===== src/rtl/alu_pkg.sv =====
// Shared types for the 4-bit CPU execute stage: opcode encoding, FSM states, default width.
// Latency: n/a (types and constants only).
// Backpressure: n/a.
package alu_pkg;

    localparam int ALU_WIDTH = 4;

    // Opcodes C-F are unassigned and execute as NOP.
    typedef enum logic [3:0] {
        OP_NOP  = 4'h0,
        OP_LOAD = 4'h1,
        OP_ADD  = 4'h2,
        OP_ADC  = 4'h3,
        OP_SUB  = 4'h4,
        OP_SBC  = 4'h5,
        OP_AND  = 4'h6,
        OP_OR   = 4'h7,
        OP_XOR  = 4'h8,
        OP_SHL  = 4'h9,
        OP_SHR  = 4'hA,
        OP_CLR  = 4'hB
    } alu_op_e;

    typedef enum logic {
        IDLE  = 1'b0,
        SHIFT = 1'b1
    } alu_state_e;

    function automatic logic is_shift_op(input alu_op_e op);
        return (op == OP_SHL) || (op == OP_SHR);
    endfunction

endpackage


===== src/rtl/carry_ripple_adder.sv =====
// Purpose: plain ripple-carry adder, sum = a + b + carry_in.
// Latency: purely combinational.
// Backpressure: none (no handshake).
module carry_ripple_adder #(
    parameter int CRA_BIT_NUMB = 4
) (
    input  logic [CRA_BIT_NUMB-1:0] a_i,
    input  logic [CRA_BIT_NUMB-1:0] b_i,
    input  logic                    carry_i,
    output logic [CRA_BIT_NUMB-1:0] sum_o,
    output logic                    carry_o
);

    logic carry;

    // Ripple the carry bit by bit from LSB to MSB.
    always_comb begin
        carry = carry_i;
        sum_o = '0;
        for (int i = 0; i < CRA_BIT_NUMB; i++) begin
            sum_o[i] = a_i[i] ^ b_i[i] ^ carry;
            carry    = (a_i[i] & b_i[i]) | (carry & (a_i[i] ^ b_i[i]));
        end
        carry_o = carry;
    end

endmodule


===== src/rtl/alu_accumulator.sv =====
// Purpose: execute stage; accumulator ALU with C/Z (and optional V via ALU_ACC_OVERFLOW_FLAG_EN) flags.
// Latency: 1 cycle for most ops (done_o next cycle); SHL/SHR by n>0 retire after n extra cycles.
// Backpressure: ready_o low only while a multi-cycle shift runs; valid_i then is dropped, not queued.
module alu_accumulator
    import alu_pkg::*;
#(
    parameter int WIDTH   = ALU_WIDTH,
    parameter int SHAMT_W = $clog2(WIDTH)
) (
    input  logic               clk_i,
    input  logic               rst_i,
    input  logic               valid_i,
    output logic               ready_o,
    input  alu_op_e            op_i,
    input  logic [WIDTH-1:0]   operand_i,
    input  logic [SHAMT_W-1:0] shamt_i,
    output logic [WIDTH-1:0]   acc_o,
    output logic               carry_flag_o,
    output logic               zero_flag_o,
    output logic               done_o
`ifdef ALU_ACC_OVERFLOW_FLAG_EN
    ,
    output logic               overflow_flag_o
`endif
);

    alu_state_e         state_q, state_d;
    logic [WIDTH-1:0]   acc_q;
    logic               c_q;
    logic               done_q;
    logic [SHAMT_W-1:0] cnt_q;
    logic               shl_q;

    logic               accept;
    logic               long_shift;
    logic               shift_step;
    logic               last_step;

    logic [WIDTH-1:0]   add_b;
    logic               add_cin;
    logic [WIDTH-1:0]   add_sum;
    logic               add_cout;

    assign accept     = valid_i & ready_o;
    assign long_shift = is_shift_op(op_i) && (shamt_i != '0);
    assign last_step  = (cnt_q == SHAMT_W'(1));

    // Adder always sees ACC as A; B and carry-in are chosen by the arithmetic opcode.
    always_comb begin
        add_b   = operand_i;
        add_cin = 1'b0;
        case (op_i)
            OP_ADC:  add_cin = c_q;
            OP_SUB: begin
                add_b   = ~operand_i;
                add_cin = 1'b1;
            end
            OP_SBC: begin
                add_b   = ~operand_i;
                add_cin = c_q;
            end
            default: ;
        endcase
    end

    carry_ripple_adder #(
        .CRA_BIT_NUMB (WIDTH)
    ) u_adder (
        .a_i     (acc_q),
        .b_i     (add_b),
        .carry_i (add_cin),
        .sum_o   (add_sum),
        .carry_o (add_cout)
    );

    // FSM state register.
    always_ff @(posedge clk_i or posedge rst_i) begin
        if (rst_i) state_q <= IDLE;
        else       state_q <= state_d;
    end

    // FSM next state: enter SHIFT on a nonzero shift, leave after the last step.
    always_comb begin
        state_d = state_q;
        case (state_q)
            IDLE:    if (accept && long_shift) state_d = SHIFT;
            SHIFT:   if (last_step)            state_d = IDLE;
            default: state_d = IDLE;
        endcase
    end

    // FSM outputs: accept only in IDLE, step the shifter only in SHIFT.
    always_comb begin
        ready_o    = (state_q == IDLE);
        shift_step = (state_q == SHIFT);
    end

    // Accumulator, carry, shift counter and retire pulse.
    always_ff @(posedge clk_i or posedge rst_i) begin
        if (rst_i) begin
            acc_q  <= '0;
            c_q    <= 1'b0;
            done_q <= 1'b0;
            cnt_q  <= '0;
            shl_q  <= 1'b0;
        end else begin
            done_q <= 1'b0;
            if (shift_step) begin
                if (shl_q) begin
                    c_q   <= acc_q[WIDTH-1];
                    acc_q <= {acc_q[WIDTH-2:0], 1'b0};
                end else begin
                    c_q   <= acc_q[0];
                    acc_q <= {1'b0, acc_q[WIDTH-1:1]};
                end
                cnt_q <= cnt_q - SHAMT_W'(1);
                if (last_step) done_q <= 1'b1;
            end else if (accept) begin
                done_q <= !long_shift;
                case (op_i)
                    OP_LOAD: acc_q <= operand_i;
                    OP_ADD, OP_ADC, OP_SUB, OP_SBC: begin
                        acc_q <= add_sum;
                        c_q   <= add_cout;
                    end
                    OP_AND: begin
                        acc_q <= acc_q & operand_i;
                        c_q   <= 1'b0;
                    end
                    OP_OR: begin
                        acc_q <= acc_q | operand_i;
                        c_q   <= 1'b0;
                    end
                    OP_XOR: begin
                        acc_q <= acc_q ^ operand_i;
                        c_q   <= 1'b0;
                    end
                    OP_SHL, OP_SHR: begin
                        cnt_q <= shamt_i;
                        shl_q <= (op_i == OP_SHL);
                    end
                    OP_CLR:  acc_q <= '0;
                    default: ;
                endcase
            end
        end
    end

`ifdef ALU_ACC_OVERFLOW_FLAG_EN
    logic v_q;

    // Signed overflow on arithmetic; logic ops and shifts clear it, others keep it.
    always_ff @(posedge clk_i or posedge rst_i) begin
        if (rst_i) begin
            v_q <= 1'b0;
        end else if (accept) begin
            case (op_i)
                OP_ADD, OP_ADC, OP_SUB, OP_SBC:
                    v_q <= (acc_q[WIDTH-1] == add_b[WIDTH-1]) &&
                           (add_sum[WIDTH-1] != acc_q[WIDTH-1]);
                OP_AND, OP_OR, OP_XOR, OP_SHL, OP_SHR:
                    v_q <= 1'b0;
                default: ;
            endcase
        end
    end

    assign overflow_flag_o = v_q;
`endif

    // Z always mirrors the accumulator, so it tracks every ACC write including shift steps.
    assign acc_o        = acc_q;
    assign carry_flag_o = c_q;
    assign zero_flag_o  = (acc_q == '0);
    assign done_o       = done_q;

endmodule


===== config.mk =====
export PLATFORM = sky130hd
export DESIGN_NAME = alu_accumulator
export DESIGN_NICKNAME = d
export VERILOG_FILES = /design/src/rtl/alu_pkg.sv /design/src/rtl/carry_ripple_adder.sv /design/src/rtl/alu_accumulator.sv
export SDC_FILE = /design/constraint.sdc
export NUM_CORES = 1
export LEC_CHECK = 0
export CORE_UTILIZATION = 35
export CTS_BUF_LIST = sky130_fd_sc_hd__clkbuf_4
export DETAILED_ROUTE_END_ITERATION = 7
export GPL_TIMING_DRIVEN = 0
export SLEW_MARGIN = 20
export SYNTH_ARGS = -nofsm -noshare
export SYNTH_HDL_FRONTEND = slang
export SYNTH_SLANG_ARGS = --single-unit

===== constraint.sdc =====
create_clock -name clk_i -period 4.74 [get_ports clk_i]
set_input_delay 0.474 -clock clk_i [delete_from_list [all_inputs] [get_ports clk_i]]
set_output_delay 0.474 -clock clk_i [all_outputs]
set_load 0.1 [all_outputs]

==> results of run 1 <==
## area by class of cell
type	count	area [um2]	area share
Clock buffer	3	22.52	0.01580
Buffer	8	50.05	0.03512
Inverter	15	56.30	0.03951
Tap cell	44	55.05	0.03863
Multi-Input combinational cell	112	807.0	0.5663
Sequential cell	10	250.2	0.1756
Clock inverter	1	3.754	0.002634
Timing Repair Buffer	18	180.2	0.1264
## synth_stat cells (all sizes together), types with 3 or more instances
| cell | instances | area share |
|---|---|---|
| a21oi | 9 | 0.039 |
| a221o | 3 | 0.026 |
| a31oi | 3 | 0.016 |
| a32oi | 3 | 0.023 |
| buf | 6 | 0.037 |
| dfrtp | 10 | 0.22 |
| fa | 4 | 0.069 |
| ha | 9 | 0.097 |
| inv | 15 | 0.048 |
| mux2i | 4 | 0.034 |
| nand2 | 16 | 0.052 |
| nand4 | 3 | 0.022 |
| nor2 | 13 | 0.044 |
| nor3 | 5 | 0.026 |
| o2111ai | 3 | 0.023 |
| o21ai | 13 | 0.066 |
| o22ai | 3 | 0.016 |
| xnor2 | 4 | 0.030 |
## stage by stage
| stage | utilization | worst slack, ps | hold WS, ps |
|---|---|---|---|
| 6_report | 0.4593 | 756.6 | 474.4 |
| 5_1_grt | 0.4593 | 496.4 | 528.6 |
| 4_1_cts | 0.4593 | 756.8 | 482.0 |
| 3_5_place_dp | 0.4508 | 458.9 | 505.4 |
| 3_3_place_gp | 0.4508 | 483.7 | 481.0 |
| 2_1_floorplan | - | 426.3 | 314.2 |
## worst paths after layout
kind                                   endpoint  slack [ps]  cells past startpoint                      from
setup / recovery           acc_o[3]$_DFFE_PP0P_         760                     14                   op_i[1]
min in group clk_i         cnt_q[0]$_DFFE_PP0P_         510                      1      cnt_q[0]$_DFFE_PP0P_
setup reg to reg           acc_o[3]$_DFFE_PP0P_        1580                     14  carry_flag_o$_DFFE_PP0P_
hold reg to reg            cnt_q[0]$_DFFE_PP0P_         510                      1      cnt_q[0]$_DFFE_PP0P_
hold / removal             acc_o[3]$_DFFE_PP0P_         470                      2                     rst_i
max in group asynchronous     shl_q$_DFFE_PP0P_        4000                      2                     rst_i
## worst max-delay path, stage by stage
cell             delay (ps)
clkdlybuf4s50_1         500
buf_2                   240
nor3_2                  400
xnor2_1                 210
fa_1                    210
inv_1                    50
fa_1                    390
fa_1                    390
fa_1                    530
nor2_1                   50
a211oi_1                210
a21oi_1                  60
a211oi_1                260
o31ai_1                 130
## routing by layer
layer	wire, um	vias to the layer above	track usage
met5	0	-	0
met4	0	0	0.02326
met3	128	0	0.04329
met2	1485	32	0.3048
met1	1471	561	0.2857
li1	-	563	-
## state kept, by name, indices dropped and copies added, names as in the netlist
register	flops
shl_q	1
carry_flag_o	1
shift_step	1
done_o	1
cnt_q	2
acc_o	4
## kinds of logic after synthesis
group | after synthesis | share of synthesized area
buffers and inverters | 23 | 0.09140
adders and majority gates | 13 | 0.1656
DFF | 10 | 0.2151
muxes | 4 | 0.03441
and+or+nand+nor | 47 | 0.2032
AOI/OAI and AO/OA | 43 | 0.2527
xor gates and xnor gates | 5 | 0.03763
## cells in the final DEF, fill, tap and decap left out, types with 4 or more instances in the layout
cell type,n
clkdlybuf4s50_1,18
o21ai_1,6
dfrtp_1,10
ha_1,9
o21ai_0,6
mux2i_1,4
nor2_1,12
a21oi_1,9
nand2_1,16
inv_1,13
nor3_1,4
buf_2,4
xnor2_1,4
fa_1,4
## report_power, final
| part | switching [mW] | leakage, nW | internal (mW) | total (mW) |
|---|---|---|---|---|
| sequential | 0.0471 | 0.127 | 0.119 | 0.166 |
| clock | 0.0291 | 0.0154 | 0.0304 | 0.0595 |
| combinational | 0.376 | 0.455 | 0.161 | 0.538 |
| total | 0.453 | 0.597 | 0.311 | 0.763 |
==> out/results.tsv, run 1 <==
metric	value	unit
status	completed	
h-tree-depth	1	
clk_latency	260	ps
synth_warnings	0	
avgSynthCellArea	8.025	um2
clk_path_buf_depth	2	
ys_seq_area_frac	0.2151	
place_hpwl	2.390	mm
rsz0062_at_grt	no	
hold_viol	0	
grt_pass1_vias	1067	
postCtsSetupBuffers	0	
peakVddDrop	0.0002137	V
grt_pass1_wl	5.237	mm
wire_per_inst	14.62	um
synth_edf_count	0	
firstDrtPassIters	4	
io_pins	21	
rows	20	
period_share	0.8404	
max_freq	251.0	MHz
worst_pin_slew	971.9	ps
cp_max_fo	10	
slew_violations	0	
drt-initial-drc-count	59	
end_kind	flop	
area_growth	22.47	%
ys_types	39	
initial_core_util	0.3750	
clock-sinks	10	
numCtsBuffers	3	
netlist_area	0.001164	mm2
finalInstanceArea	0.001425	mm2
finClkSkew	3.730	ps
period_needed	3983	ps
synth_nets	171	
setup_viol	0	
place_inst	207	
avgViaCountPerCell	5.479	
instances_no_fill	211	
hold_class	in2async	
io_buffers	18	
synthFlopType	dfrtp_1	
postPlaceCellArea	0.001399	mm2
tns	0	ps
overflow	0	
cp.arrival	4120	ps
cts-root-buf	clkbuf_4	
ys_async_sr_fraction	1.000	
ys_ff_latch	10	
drv_cap	0	
start_kind	input port	
cts_tree	built	
power_density	535.7	mW/mm2
wl	3.085	mm
drive_gt1_frac	0.1018	
cts-resized-gates	0	
slew-limit-headroom	0.3501	
antenna_found_initial	0	
dieWidth	59.66	um
power	763.4	uW
path_class	in2reg	
path_clk_slew	70	ps
synthCells	145	
gp_congestion	0.8913	
drc	0	
grt_max_degree	11	
power_leakage	0.5972	nW
final_antenna_net_count	0	
die_area	0.003559	mm2
holdBufCountCts	0	
fillerInstances	344	
nets	194	
num_vias	1156	
die_h	59.66	um
grtUsageTotal	0.1961	
num_antenna_cells	0	
cp.required	4880	ps
coreArea	0.003103	mm2
(Power assumes the default switching activity.)
==> run 2: changes to the inputs <==
==> constraint.sdc (replaced) <==
create_clock -name clk_i -period 3.35 [get_ports clk_i]
set_input_delay 0.335 -clock clk_i [delete_from_list [all_inputs] [get_ports clk_i]]
set_output_delay 0.335 -clock clk_i [all_outputs]
set_load 0.1 [all_outputs]
==> run 2 against run 1 <==
Combinational power rose by 44%. Clock power rose by 60%. Non-clock buffer count rose by 2. Power rose by 46%. Sequential cell count did not move. Clock skew rose by 1.5 ps. Sequential share of layout area fell by 0.58 points. Critical path type unchanged. Global-route usage fell by 0.15 points.
==> out/results.tsv, run 2 (synthesis results as in run 1) <==
metric	value	unit	change
antenna_found_initial	0		unchanged
path_clk_slew	60	ps	was 70 ps
numCtsBuffers	3		unchanged
period_share	0.9609		
overflow	0		unchanged
io_pins	21		unchanged
num_vias	1162		was 1,156
clk_latency	270	ps	was 260 ps
worst_pin_slew	971.7	ps	was 971.9 ps
grt_pass1_vias	1074		was 1,067
setup_viol	0		unchanged
end_kind	flop		unchanged
clock-sinks	10		unchanged
drc	0		unchanged
drive_gt1_frac	0.1657		was 0.1018
largest_reg_flops	4		unchanged
coreArea	0.003103	mm2	unchanged
wl_met2	1.450	mm	was 1.485 mm
die_h	59.66	um	unchanged
gp_congestion	0.8419		was 0.8913
cp_common_cell	fa_2		was fa_1
r2r_cells	14		unchanged
hold_viol	0		unchanged
crit_chain	clkdlybuf4s50_1 -> inv_1 -> xnor2_2 -> fa_2 -> inv_1 -> fa_2 -> fa_2 -> fa_1 -> nor2_1 -> a211oi_1 -> a21oi_1 -> a211oi_2 -> o31ai_1		was clkdlybuf4s50_1 -> buf_2 -> nor3_2 -> xnor2_1 -> fa_1 -> inv_1 -> fa_1 -> fa_1 -> fa_1 -> nor2_1 -> a211oi_1 -> a21oi_1 -> a211oi_1 -> o31ai_1
firstDrtPassIters	4		unchanged
slew_violations	0		unchanged
final_antenna_net_count	0		unchanged
postPlaceCellArea	0.001406	mm2	was 0.001399 mm2
place_hpwl	2.395	mm	was 2.390 mm
final_util	0.4774		was 0.4593
hold_class	in2async		unchanged
slowest_stage	fa_1		unchanged
period_needed	3219	ps	
wl_met3	175	um	was 128 um
initial_core_util	0.3750		unchanged
grt_pass1_wl	5.223	mm	was 5.237 mm
peakVddDrop	0.0006222	V	was 0.0002137 V
slew-limit-headroom	0.3502		was 0.3501
area_growth	27.31	%	was 22.47%
instances_no_fill	213		was 211
h-tree-depth	1		unchanged
fillerInstances	321		was 344
final_cell_mix	nand2_1, clkdlybuf4s50_1, inv_1, nor2_1		was clkdlybuf4s50_1, nand2_1, inv_1, nor2_1, dfrtp_1
clk_path_buf_depth	2		unchanged
cpLargestDelayFamily	adder cells		unchanged
dieWidth	59.66	um	unchanged
power_leakage	0.6204	nW	was 0.5972 nW
critPathBufInv	3		unchanged
grt_max_degree	11		unchanged
num_antenna_cells	0		unchanged
place_inst	207		unchanged
die_area	0.003559	mm2	unchanged
cp.required	3500	ps	was 4880 ps
met1_length	1.479	mm	was 1.471 mm
finalInstanceArea	0.001481	mm2	was 0.001425 mm2
nets	196		was 194
max_freq	310.7	MHz	
cts_tree	built		unchanged
wire_per_inst	14.70	um	was 14.62 um
rows	20		unchanged
cts-root-buf	clkbuf_4		unchanged
drt-initial-drc-count	35		was 59
status	completed		unchanged
avgViaCountPerCell	5.455		was 5.479
path_class	in2reg		unchanged
holdWs	334.2	ps	was 474.4 ps
holdBufCountCts	0		unchanged
worst_path_largest_cell_delay	570	ps	was 530 ps
io_buffers	18		unchanged
wl	3.132	mm	was 3.085 mm
finClkSkew	5.240	ps	was 3.730 ps
drv_cap	0		unchanged
cp.arrival	3370	ps	was 4120 ps
power	1.116	mW	was 763.4 uW
start_kind	input port		unchanged
grtUsageTotal	0.1946		was 0.1961
crit_cells	13		was 14
cp_max_fo	3		was 10
power_density	753.1	mW/mm2	was 535.7 mW/mm2
maxUsedRoutingLayer	met4		was met3
## run 2: cell count changes in the layout (fill, tap and decap cells not counted), moves of 2 or more
cell | previous run | this run
buf_4 | 0 | 2
fa_2 | 0 | 3
fa_1 | 4 | 1
clkdlybuf4s50_1 | 18 | 16
## run 2: worst paths after layout
kind,startpoint,slack [ps],to
max in group asynchronous,rst_i,2720,carry_flag_o$_DFFE_PP0P_
hold reg to reg,cnt_q[0]$_DFFE_PP0P_,490,cnt_q[0]$_DFFE_PP0P_
min in group clk_i,op_i[2],460,shl_q$_DFFE_PP0P_
hold / removal,rst_i,330,acc_o[0]$_DFFE_PP0P_
setup reg to reg,carry_flag_o$_DFFE_PP0P_,250,acc_o[3]$_DFFE_PP0P_
setup / recovery,operand_i[0],130,acc_o[3]$_DFFE_PP0P_
## run 2: layout make-up
cell class	count	area, um2	area share
plain buffers	8	60.06	0.04054
clock buffers	4	30.03	0.02027
inverters	15	56.30	0.03801
multi-input cells	112	839.6	0.5667
flip-flops and latches	10	251.5	0.1698
well taps	44	55.05	0.03716
repair buffers	20	188.9	0.1275
## run 2: per-stage QoR
step,setup WS (ps),setup TNS (ps)
6_report,131.1,0
5_1_grt,-2.659,-2.659
4_1_cts,61.71,0
3_5_place_dp,-909.9,-1844
3_3_place_gp,-911.6,-1882
2_1_floorplan,50.06,0
## run 2: repair_timing
item | CTS | global route
setup endpoints to repair | 3 | 1
buffers inserted | 2 | 0
hold endpoints to repair | 0 | 0
gates resized for setup | 11 | 4
pin swaps | 8 | 2
## run 2: routing by layer
layer,global-route usage,up-vias
met5,0,-
met4,0.03654,0
met3,0.03247,5
met2,0.3111,37
met1,0.2773,546
li1,-,574
## run 2: where the power goes
part / internal, mW / switching (mW) / leakage (nW)
combinational: 0.239 / 0.537 / 0.476
sequential: 0.169 / 0.0752 / 0.126
clock: 0.0542 / 0.0411 / 0.0184
